### src/rtl/iotdf_pkg.sv
// rtl/iotdf_pkg.sv - shared widths, serializer states and helpers for the IoT result drain
package iotdf_pkg;

    localparam int REC_W     = 128;
    localparam int BYTE_W    = 8;
    localparam int REC_BYTES = 16;
    localparam int DROP_W    = 8;

    typedef enum logic [0:0] {
        IDLE = 1'b0,
        SEND = 1'b1
    } ser_state_e;

    function automatic logic [DROP_W-1:0] sat_inc(input logic [DROP_W-1:0] v);
        return (v == {DROP_W{1'b1}}) ? v : v + 1'b1;
    endfunction

endpackage

### src/rtl/iot_out_drain_if.sv
// rtl/iot_out_drain_if.sv - result strobe input and byte stream output of the drain stage
interface iot_out_drain_if;
    import iotdf_pkg::*;

    logic              in_valid;
    logic [REC_W-1:0]  in_data;
    logic              out_valid;
    logic              out_ready;
    logic [BYTE_W-1:0] out_data;
    logic              out_last;

    modport master (
        output in_valid,
        output in_data,
        output out_ready,
        input  out_valid,
        input  out_data,
        input  out_last
    );

    modport slave (
        input  in_valid,
        input  in_data,
        input  out_ready,
        output out_valid,
        output out_data,
        output out_last
    );

endinterface

### src/rtl/iot_rec_fifo.sv
// rtl/iot_rec_fifo.sv - DEPTH x W register FIFO with count/full/empty, head visible combinationally
module iot_rec_fifo #(
    parameter int DEPTH = 4,
    parameter int W     = 128
) (
    input  logic                     clk,
    input  logic                     rst,
    input  logic                     push,
    input  logic [W-1:0]             push_data,
    input  logic                     pop,
    output logic [W-1:0]             pop_data,
    output logic [$clog2(DEPTH):0]   count,
    output logic                     full,
    output logic                     empty
);

    localparam int AW = $clog2(DEPTH);

    logic [W-1:0]  mem [DEPTH];
    logic [AW-1:0] wr_ptr;
    logic [AW-1:0] rd_ptr;

    assign pop_data = mem[rd_ptr];
    assign full     = (count == (AW+1)'(DEPTH));
    assign empty    = (count == '0);

    // storage is not reset; only pointers and count define what is valid
    always_ff @(posedge clk) begin
        if (push) begin
            mem[wr_ptr] <= push_data;
        end
    end

    always_ff @(posedge clk or negedge rst) begin
        if (!rst) begin
            wr_ptr <= '0;
            rd_ptr <= '0;
            count  <= '0;
        end else begin
            if (push) begin
                wr_ptr <= wr_ptr + 1'b1;
            end
            if (pop) begin
                rd_ptr <= rd_ptr + 1'b1;
            end
            case ({push, pop})
                2'b10:   count <= count + 1'b1;
                2'b01:   count <= count - 1'b1;
                default: count <= count;
            endcase
        end
    end

    a_no_pop_empty: assert property (@(posedge clk) disable iff (!rst) !(pop && empty));
    a_no_push_full: assert property (@(posedge clk) disable iff (!rst) !(push && full && !pop));

endmodule

### src/rtl/iot_out_drain.sv
// rtl/iot_out_drain.sv - buffers 128-bit filter results and serializes them MSB byte first
module iot_out_drain
    import iotdf_pkg::*;
#(
    parameter int DEPTH = 4
) (
    input  logic                   clk,
    input  logic                   rst,
    iot_out_drain_if.slave         bus,
    input  logic                   clr_ovf,
    output logic [$clog2(DEPTH):0] fifo_cnt,
    output logic                   ovf,
    output logic [DROP_W-1:0]      drop_cnt
);

    localparam int               IDX_W    = $clog2(REC_BYTES);
    localparam logic [0:0]       ST_IDLE  = IDLE;
    localparam logic [0:0]       ST_SEND  = SEND;
    localparam logic [IDX_W-1:0] LAST_IDX = IDX_W'(REC_BYTES - 1);

    logic [0:0]       state;
    logic [REC_W-1:0] shift;
    logic [IDX_W-1:0] idx;

    logic             xfer;
    logic             last_xfer;
    logic             pop;
    logic             push;
    logic             drop;
    logic [REC_W-1:0] head;
    logic             full;
    logic             empty;

    assign xfer      = (state == ST_SEND) && bus.out_ready;
    assign last_xfer = xfer && (idx == LAST_IDX);
    // reloading on the final byte keeps back-to-back records gap free
    assign pop       = !empty && ((state == ST_IDLE) || last_xfer);
    assign push      = bus.in_valid && (!full || pop);
    assign drop      = bus.in_valid && !push;

    iot_rec_fifo #(
        .DEPTH (DEPTH),
        .W     (REC_W)
    ) u_fifo (
        .clk       (clk),
        .rst       (rst),
        .push      (push),
        .push_data (bus.in_data),
        .pop       (pop),
        .pop_data  (head),
        .count     (fifo_cnt),
        .full      (full),
        .empty     (empty)
    );

    always_ff @(posedge clk or negedge rst) begin
        if (!rst) begin
            state <= ST_IDLE;
            shift <= '0;
            idx   <= '0;
        end else if (pop) begin
            state <= ST_SEND;
            shift <= head;
            idx   <= '0;
        end else if (xfer) begin
            shift <= shift << BYTE_W;
            idx   <= idx + 1'b1;
            if (last_xfer) begin
                state <= ST_IDLE;
            end
        end
    end

    assign bus.out_valid = (state == ST_SEND);
    assign bus.out_data  = shift[REC_W-1 -: BYTE_W];
    assign bus.out_last  = (state == ST_SEND) && (idx == LAST_IDX);

    // a drop in the same cycle as a clear restarts the count at one
    always_ff @(posedge clk or negedge rst) begin
        if (!rst) begin
            ovf      <= 1'b0;
            drop_cnt <= '0;
        end else if (drop) begin
            ovf      <= 1'b1;
            drop_cnt <= clr_ovf ? DROP_W'(1) : sat_inc(drop_cnt);
        end else if (clr_ovf) begin
            ovf      <= 1'b0;
            drop_cnt <= '0;
        end
    end

endmodule

### src/flat_wrapper.sv
// flat-port wrapper written by rule: the top's interface ports become plain ports
module iot_out_drain_flat import iotdf_pkg::*;
#(
    parameter int DEPTH = 4
)
  (clk, rst, clr_ovf, fifo_cnt, ovf, drop_cnt, bus_in_valid, bus_in_data, bus_out_ready, bus_out_valid, bus_out_data, bus_out_last);
  iot_out_drain_if bus_i ();
  input  logic clk;
  input  logic rst;
  input  logic clr_ovf;
  output logic [$clog2(DEPTH):0] fifo_cnt;
  output logic ovf;
  output logic [DROP_W-1:0] drop_cnt;
  input wire logic [$bits(bus_i.in_valid)-1:0] bus_in_valid;
  input wire logic [$bits(bus_i.in_data)-1:0] bus_in_data;
  input wire logic [$bits(bus_i.out_ready)-1:0] bus_out_ready;
  output wire logic [$bits(bus_i.out_valid)-1:0] bus_out_valid;
  output wire logic [$bits(bus_i.out_data)-1:0] bus_out_data;
  output wire logic [$bits(bus_i.out_last)-1:0] bus_out_last;
  assign bus_i.in_valid = bus_in_valid;
  assign bus_i.in_data = bus_in_data;
  assign bus_i.out_ready = bus_out_ready;
  assign bus_out_valid = bus_i.out_valid;
  assign bus_out_data = bus_i.out_data;
  assign bus_out_last = bus_i.out_last;
  iot_out_drain #(.DEPTH(DEPTH)) u_core (.clk(clk), .rst(rst), .bus(bus_i), .clr_ovf(clr_ovf), .fifo_cnt(fifo_cnt), .ovf(ovf), .drop_cnt(drop_cnt));
endmodule
### config.mk
export PLATFORM = sky130hd
export DESIGN_NAME = iot_out_drain_flat
export DESIGN_NICKNAME = d
export VERILOG_FILES = /design/src/rtl/iotdf_pkg.sv /design/src/rtl/iot_out_drain_if.sv /design/src/rtl/iot_rec_fifo.sv /design/src/rtl/iot_out_drain.sv /design/src/flat_wrapper.sv
export SDC_FILE = /design/constraint.sdc
export NUM_CORES = 1
export LEC_CHECK = 0
export BUFFER_PORTS_ARGS = -buffer_cell sky130_fd_sc_hd__buf_2
export CAP_MARGIN = 30
export CORE_MARGIN = 2
export CORE_UTILIZATION = 60
export DETAILED_ROUTE_END_ITERATION = 16
export HOLD_SLACK_MARGIN = 0.02
export PLACE_DENSITY = 0.79
export SLEW_MARGIN = 20
export SYNTH_ARGS = -nofsm -noshare
export SYNTH_HDL_FRONTEND = slang
export SYNTH_SLANG_ARGS = --single-unit
export TNS_END_PERCENT = 20
### constraint.sdc
create_clock -name clk -period 6.4 [get_ports clk]
set_clock_uncertainty 0.05 [all_clocks]
set_input_delay 0.64 -clock clk [delete_from_list [all_inputs] [get_ports clk]]
set_output_delay 0.64 -clock clk [all_outputs]
set_load 0.01 [all_outputs]
==> results of run 1 <==
==> cells in the final DEF (no fill, tap or decap), drive strengths merged, types with 2 or more instances in the layout <==
master    netlist  routed
mux2i         121     121
and2            7       7
clkinv          0      17
nor3b           2       2
a21oi           9       9
clkbuf         36      92
ha              6       6
nand4           3       3
inv             8      10
diode           0      10
mux2            3       3
o21ai         129     129
edfxtp        512     512
nor3            6       6
xor2            4       4
dfrtp         149     149
clkinvlp        0       2
nand3           3       3
bufinv          0       7
buf            51     173
mux4          128     128
or4             2       2
o211ai          3       3
o31ai           2       2
nand2         149     149
nor2            7       7
xnor2           3       3
nor4            2       2
and4            2       2
==> cell type report <==
| class | instances | area, sq um |
|---|---|---|
| Timing Repair Buffer | 173 | 1050 |
| Inverter | 8 | 30.0 |
| Clock buffer | 92 | 1860 |
| Tap cell | 539 | 674 |
| Multi-Input combinational cell | 607 | 5930 |
| Fill cell | 2499 | 12900 |
| Antenna cell | 10 | 25.0 |
| Sequential cell | 661 | 19100 |
| Clock inverter | 28 | 323 |
==> cell families (layout without fill, tap and decap cells) <==
| group | after synthesis | after routing |
|---|---|---|
| flops | 661 | 661 |
| mux | 252 | 252 |
| simple gates | 186 | 186 |
| compound gates | 155 | 155 |
| buf+inv | 95 | 301 |
| fa+ha+maj | 7 | 7 |
| xor+xnor | 7 | 7 |
| other cells | 0 | 10 |
==> state kept, by name (all words and copies together) (netlist names) <==
signal	cells
u_core.idx	4
u_core.ovf	1
u_core.drop_cnt	8
u_core.u_fifo.wr_ptr	2
u_core.u_fifo.rd_ptr	2
u_core.u_fifo.mem	512
u_core.bus.out_valid	1
u_core.shift	128
u_core.u_fifo.count	3
==> worst reg2reg max path, stage by stage (launching register included) <==
cell and delay (ps):
dfrtp_1 400, ha_1 240, nand4_2 230, nand2_1 260, o21a_1 290, and2_4 490
buf_16 320, buf_4 550
==> metal layers <==
metal  wire [um]  global-route usage, %  part of all wire [%]  vias up
met2       26900                   41.3                    52      423
met1       21100                   32.5                    41     6851
met5           9                      0                 0.017        -
met3        3000                   4.28                   5.8       63
li1            -                      -                     -     5635
met4         884                   7.78                   1.7        2
==> through the flow <==
| stage | setup slack, ps | area (sq um) | instances | power [mW] |
|---|---|---|---|---|
| floorplan | 1650 | 25500 | 1363 | 7.88 |
| global placement | 2880 | 26700 | 1983 | 8.49 |
| detailed placement | 3060 | 26800 | 1987 | 8.63 |
| CTS | 3150 | 29000 | 2107 | 12.5 |
| global route | 2980 | 29000 | 2113 | 12.9 |
| finish | 3170 | 29000 | 2118 | 12.4 |
==> worst max path at each step <==
stage | start | end | slack [ps]
floorplan | bus_out_ready | u_core.u_fifo.mem[0][0]$_DFFE_PP_ | 1650
global placement | bus_out_ready | u_core.u_fifo.mem[0][73]$_DFFE_PP_ | 2880
detailed placement | bus_out_ready | u_core.u_fifo.mem[0][73]$_DFFE_PP_ | 3060
CTS | u_core.idx[0]$_DFFE_PN0P_ | u_core.u_fifo.mem[0][61]$_DFFE_PP_ | 3150
global route | u_core.idx[0]$_DFFE_PN0P_ | u_core.u_fifo.mem[0][81]$_DFFE_PP_ | 2980
finish | u_core.idx[0]$_DFFE_PN0P_ | u_core.u_fifo.mem[0][81]$_DFFE_PP_ | 3170
==> power groups by stage <==
stage | Combinational (mW) | Sequential (mW) | Clock, mW
after floorplan | 1.90 | 5.99 | 0
after global placement | 2.26 | 6.23 | 0
after detailed placement | 2.41 | 6.22 | 0
after CTS | 2.44 | 6.15 | 3.92
after global routing | 2.62 | 6.23 | 4.08
final | 2.40 | 6.15 | 3.87
==> impl_metrics.csv, run 1 <==
group,metric,value,unit
run_status,status,"finished, final reports clean",
yosys,yosys_warnings,0,
worst_setup_path,criticalPathCategory,"flop to flop",
timing,tightest_slew,1080,ps
route,num_vias,13000,
yosys,muxShareOfSynthArea,16.2,%
global_route,antenna_found_initial,8,
clock_network,clkLatencyLatePin,590,ps
floorplan,fp.dieW,210,um
yosys,synth_edf_count,512,
yosys,synth_compound_area_share,3.24,%
yosys,synthCells,1363,
yosys,synth-simple-area-share,3.13,%
clock_network,cts_hold_buf,0,
clock_network,ctsResizeCount,0,
timing,fmax,310,MHz
yosys,synth-xor-area-share,0.241,%
timing,post-route-period-util,50.4,%
global_route,grt_max_degree,263,
route,via_per_inst,6.13,
yosys,ys_async_sr_fraction,22.5,%
final_layout,final_nets,1657,
pwr,p_comb_share,19.3,%
timing,slew_headroom,28.3,%
final_layout,drive_gt1_share,26.1,%
global_route,overflow,0,
timing,fin_setup_tns,0,ps
clock_network,cts_max_path_buffers,3,
global_route,grt_pass1_vias,13600,
final_layout,final_util,69.1,%
pwr,p_sw,3.33,mW
yosys,syn_area,25500,sq um
yosys,synth_top_cell_by_area,"edfxtp_1",
yosys,ys.flop_type,"edfxtp_1",
min_path,worst_hold_path_type,"primary input to async pin",
worst_setup_path,critPathBufInv,2,
yosys,syn_nets,1503,
worst_setup_path,r2r_end,"u_core.u_fifo.mem[0][81]$_DFFE_PP_",
placed_design,port_buffers,154,
timing,setup_violations,0,
clock_network,cts.clk_slew.worst_paths,60,ps
worst_setup_path,crit_path_top_delay_cell,"buf_4",
global_route,grt_pass1_wl,79.1,mm
route,drt_iter0_drc,1139,
floorplan,die-area,44100,sq um
worst_setup_path,cp_max_fo,40,
clock_network,cts.sink_count,661,
timing,finalMaxSlewViolations,0,
clock_network,cts_tree,"done",
yosys,synth_top_area_share,60.4,%
yosys,netlist-cell-type-count,46,
yosys,syn_avg_cell_area,18.7,sq um
yosys,synth_top_family_by_area,"multiplexers",
placed_design,dp_hpwl,28.8,mm
pwr,leakagePower,10.5,nW
pwr,intPower,9.09,mW
timing,hold_slack,101,ps
final_layout,syn_to_final_growth,13.9,%
timing,hold_violations,0,
timing,min_period,3230,ps
pwr,swShare,26.8,%
global_route,grt_usage,24.2,%
yosys,synthAdderAreaFrac,0.374,%
floorplan,start_util,60.7,%
route,firstDrtPassIters,7,
yosys,synthTopCellsByArea,"edfxtp_1, dfrtp_1, mux4_2, mux2i_1, o21ai_0",
floorplan,die_h,210,um
clock_network,htreeDepth,3,
pwr,p_seq_share,49.5,%
worst_setup_path,critPathTopFamily,"simple AND/OR/NAND/NOR gates",
yosys,synth.top_cells.by_count,"edfxtp_1, dfrtp_1, nand2_1, o21ai_0, mux4_2",
worst_setup_path,critPathLaunchType,"flop",
yosys,synth.yosys.seq_area_share,75.0,%
clock_network,cts_buffers,66,
pwr,p_per_area,428,nW/um^2
run,max-cap-violations,0,
pwr,vdd_drop_max,0.000321,V
worst_setup_path,crit_chain,"ha_1 -> nand4_2 -> nand2_1 -> o21a_1 -> and2_4 -> buf_16 -> buf_4",
yosys,ys_seq_elements,661,
clock_network,cts_root_buffer,"clkbuf_16",
worst_setup_path,r2r-start,"u_core.idx[0]$_DFFE_PN0P_",
worst_setup_path,crit_arrival,3380,ps
route,routedWlPerCell,24.5,um
worst_setup_path,crit_cells,7,
route,ant_nets,0,
floorplan,boundaryPins,155,
worst_setup_path,slowest_delay,520,ps
floorplan,rows,75,
route,drc,0,
placed_design,routabilityCongestion,0.776,
worst_setup_path,cp-end-kind,"flop",
timing,rsz0062_at_grt,"no",
route,drt_wl_total,51.9,mm
pwr,power.share.clock,31.2,%
worst_setup_path,r2r_cells,7,
clock_network,post_cts_buffers,0,
worst_setup_path,r2r_slack,3170,ps
worst_setup_path,worstPathRequired,6560,ps
yosys,synth_most_common_cell,"edfxtp_1",
floorplan,core_area,41900,sq um
Note: power is estimated with default switching activity, not from simulation.
==> run 2: changes to the inputs <==
==> constraint.sdc (replaced) <==
create_clock -name clk -period 3.1 [get_ports clk]
set_clock_uncertainty 0.05 [all_clocks]
set_input_delay 0.31 -clock clk [delete_from_list [all_inputs] [get_ports clk]]
set_output_delay 0.31 -clock clk [all_outputs]
set_load 0.01 [all_outputs]
==> impl_metrics.csv, run 2 (same netlist as run 1, synthesis figures left out) <==
group,metric,value,unit
floorplan,die-area,44100,sq um
pwr,vdd_drop_max,0.000613,V
final_layout,syn_to_final_growth,20.4,%
worst_setup_path,criticalPathCategory,"flop to flop",
floorplan,boundaryPins,155,
worst_setup_path,r2r-start,"u_core.idx[0]$_DFFE_PN0P_",
placed_design,port_buffers,154,
global_route,grt_usage,25.1,%
timing,fmax,393,MHz
route,firstDrtPassIters,5,
clock_network,cts_max_path_buffers,3,
pwr,total_power,26.3,mW
min_path,worst_hold_path_type,"primary input to async pin",
floorplan,start_util,60.7,%
pwr,p_per_area,857,nW/um^2
final_layout,max_flop_register,"u_core.u_fifo.mem",
run,max-cap-violations,0,
run_status,status,"finished, final reports clean",
timing,hold_violations,0,
global_route,grt_pass1_wl,83.1,mm
final_layout,final_nets,1803,
final_layout,layout_commonest_cell,"edfxtp_1",
pwr,leakagePower,11.2,nW
final_layout,largest_reg_flops,512,
route,drt_iter0_drc,1247,
clock_network,cts_root_buffer,"clkbuf_16",
clock_network,post_cts_buffers,0,
worst_setup_path,cp_max_fo,21,
route,ant_nets,0,
clock_network,cts_tree,"done",
global_route,antenna_found_initial,3,
worst_setup_path,crit_arrival,2760,ps
worst_setup_path,worstPathRequired,3310,ps
floorplan,rows,75,
timing,slew_headroom,29.2,%
worst_setup_path,critPathLaunchType,"flop",
final_layout,layout_common_cells,"edfxtp_1, buf_2, nand2_1",
floorplan,fp.dieW,210,um
clock_network,htreeDepth,3,
floorplan,core_area,41900,sq um
placed_design,routabilityCongestion,0.747,
clock_network,ctsResizeCount,0,
timing,setup_violations,0,
worst_setup_path,cp-end-kind,"flop",
timing,min_period,2540,ps
clock_network,cts_hold_buf,131,
timing,hold_slack,264,ps
final_layout,biggestRegsByFlops,"u_core.u_fifo.mem x512, u_core.shift x128, u_core.drop_cnt x8",
placed_design,dp.cells,2003,
global_route,grt_max_degree,263,
final_layout,final_cell_count_no_fill,2255,
worst_setup_path,r2r_slack,560,ps
timing,rsz0062_at_grt,"no",
route,drt_wl_total,53.6,mm
global_route,overflow,0,
clock_network,clkLatencyLatePin,580,ps
worst_setup_path,r2r_end,"u_core.u_fifo.mem[1][37]$_DFFE_PP_",
route,via_per_inst,6.04,
placed_design,dp_hpwl,30.4,mm
timing,post-route-period-util,82.1,%
clock_network,cts_buffers,66,
route,routedWlPerCell,23.8,um
timing,tightest_slew,1060,ps
floorplan,die_h,210,um
final_layout,drive_gt1_share,25.0,%
final_layout,antenna_cells,0,
route,drc,0,
route,num_vias,13600,
worst_setup_path,r2r_cells,6,
final_layout,final_util,73.1,%
clock_network,cts.clk_slew.worst_paths,60,ps
clock_network,cts.sink_count,661,
timing,finalMaxSlewViolations,0,
global_route,grt_pass1_vias,14500,
-- run 2: changes by cell type in the layout (fill, tap and decap cells not counted), moves of 2 or more --
cell / before / now
buf_12: 4 / 26
buf_16: 4 / 0
buf_4: 11 / 8
clkbuf_16: 69 / 71
clkinv_1: 7 / 5
clkinv_2: 9 / 12
diode_2: 10 / 0
dlygate4sd3_1: 0 / 131
-- run 2: critical path, cell delays in order, from the launching register on --
cell and delay [ps]:
dfrtp_1 380, ha_1 220, nand4_2 240, nand2_1 270
o21a_1 310, and2_4 460, buf_4 290
-- run 2: power breakdown --
group          total, mW  leakage (nW)  internal, mW  switching (mW)
Sequential          12.7          6.65          11.6            1.10
Combinational       5.44          3.47          2.71            2.72
Clock               8.18          1.10          4.92            3.25
-- run 2: layout make-up --
type                    count  area (sq um)
multi-input cells         607          5930
repair buffers            319          2670
clock inverters            27           322
fillers                  2370         11300
well taps                 539           674
inverters                   8          30.0
clock buffers              94          1920
flip-flops and latches    661         19100
-- run 2: worst max path at each step --
stage / from / endpoint / cells after the start
finish: u_core.idx[0]$_DFFE_PN0P_ / u_core.u_fifo.mem[1][37]$_DFFE_PP_ / 6
global placement: u_core.idx[0]$_DFFE_PN0P_ / u_core.u_fifo.mem[1][31]$_DFFE_PP_ / 6
floorplan: u_core.idx[0]$_DFFE_PN0P_ / u_core.u_fifo.mem[0][0]$_DFFE_PP_ / 5
CTS: u_core.idx[0]$_DFFE_PN0P_ / u_core.u_fifo.mem[1][40]$_DFFE_PP_ / 6
global route: u_core.idx[0]$_DFFE_PN0P_ / u_core.u_fifo.mem[1][40]$_DFFE_PP_ / 6
detailed placement: u_core.idx[0]$_DFFE_PN0P_ / u_core.u_fifo.mem[1][31]$_DFFE_PP_ / 6
-- run 2: per-stage QoR --
| step | area (sq um) | setup TNS, ps | worst slack [ps] |
|---|---|---|---|
| 6_report | 30700 | 0 | 555 |
| 5_1_grt | 30700 | 0 | 407 |
| 4_1_cts | 30700 | 0 | 574 |
| 3_5_place_dp | 27100 | 0 | 608 |
| 3_3_place_gp | 27100 | 0 | 636 |
| 2_1_floorplan | 25500 | -73410 | -143 |
-- run 2: metal layers --
metal / track usage, % / vias up / wire, um
met5: 0 / - / 38
met3: 4.04 / 101 / 3100
met1: 34.4 / 7065 / 21900
met2: 41.8 / 510 / 27200
met4: 8.93 / 6 / 1380
li1: - / 5933 / -
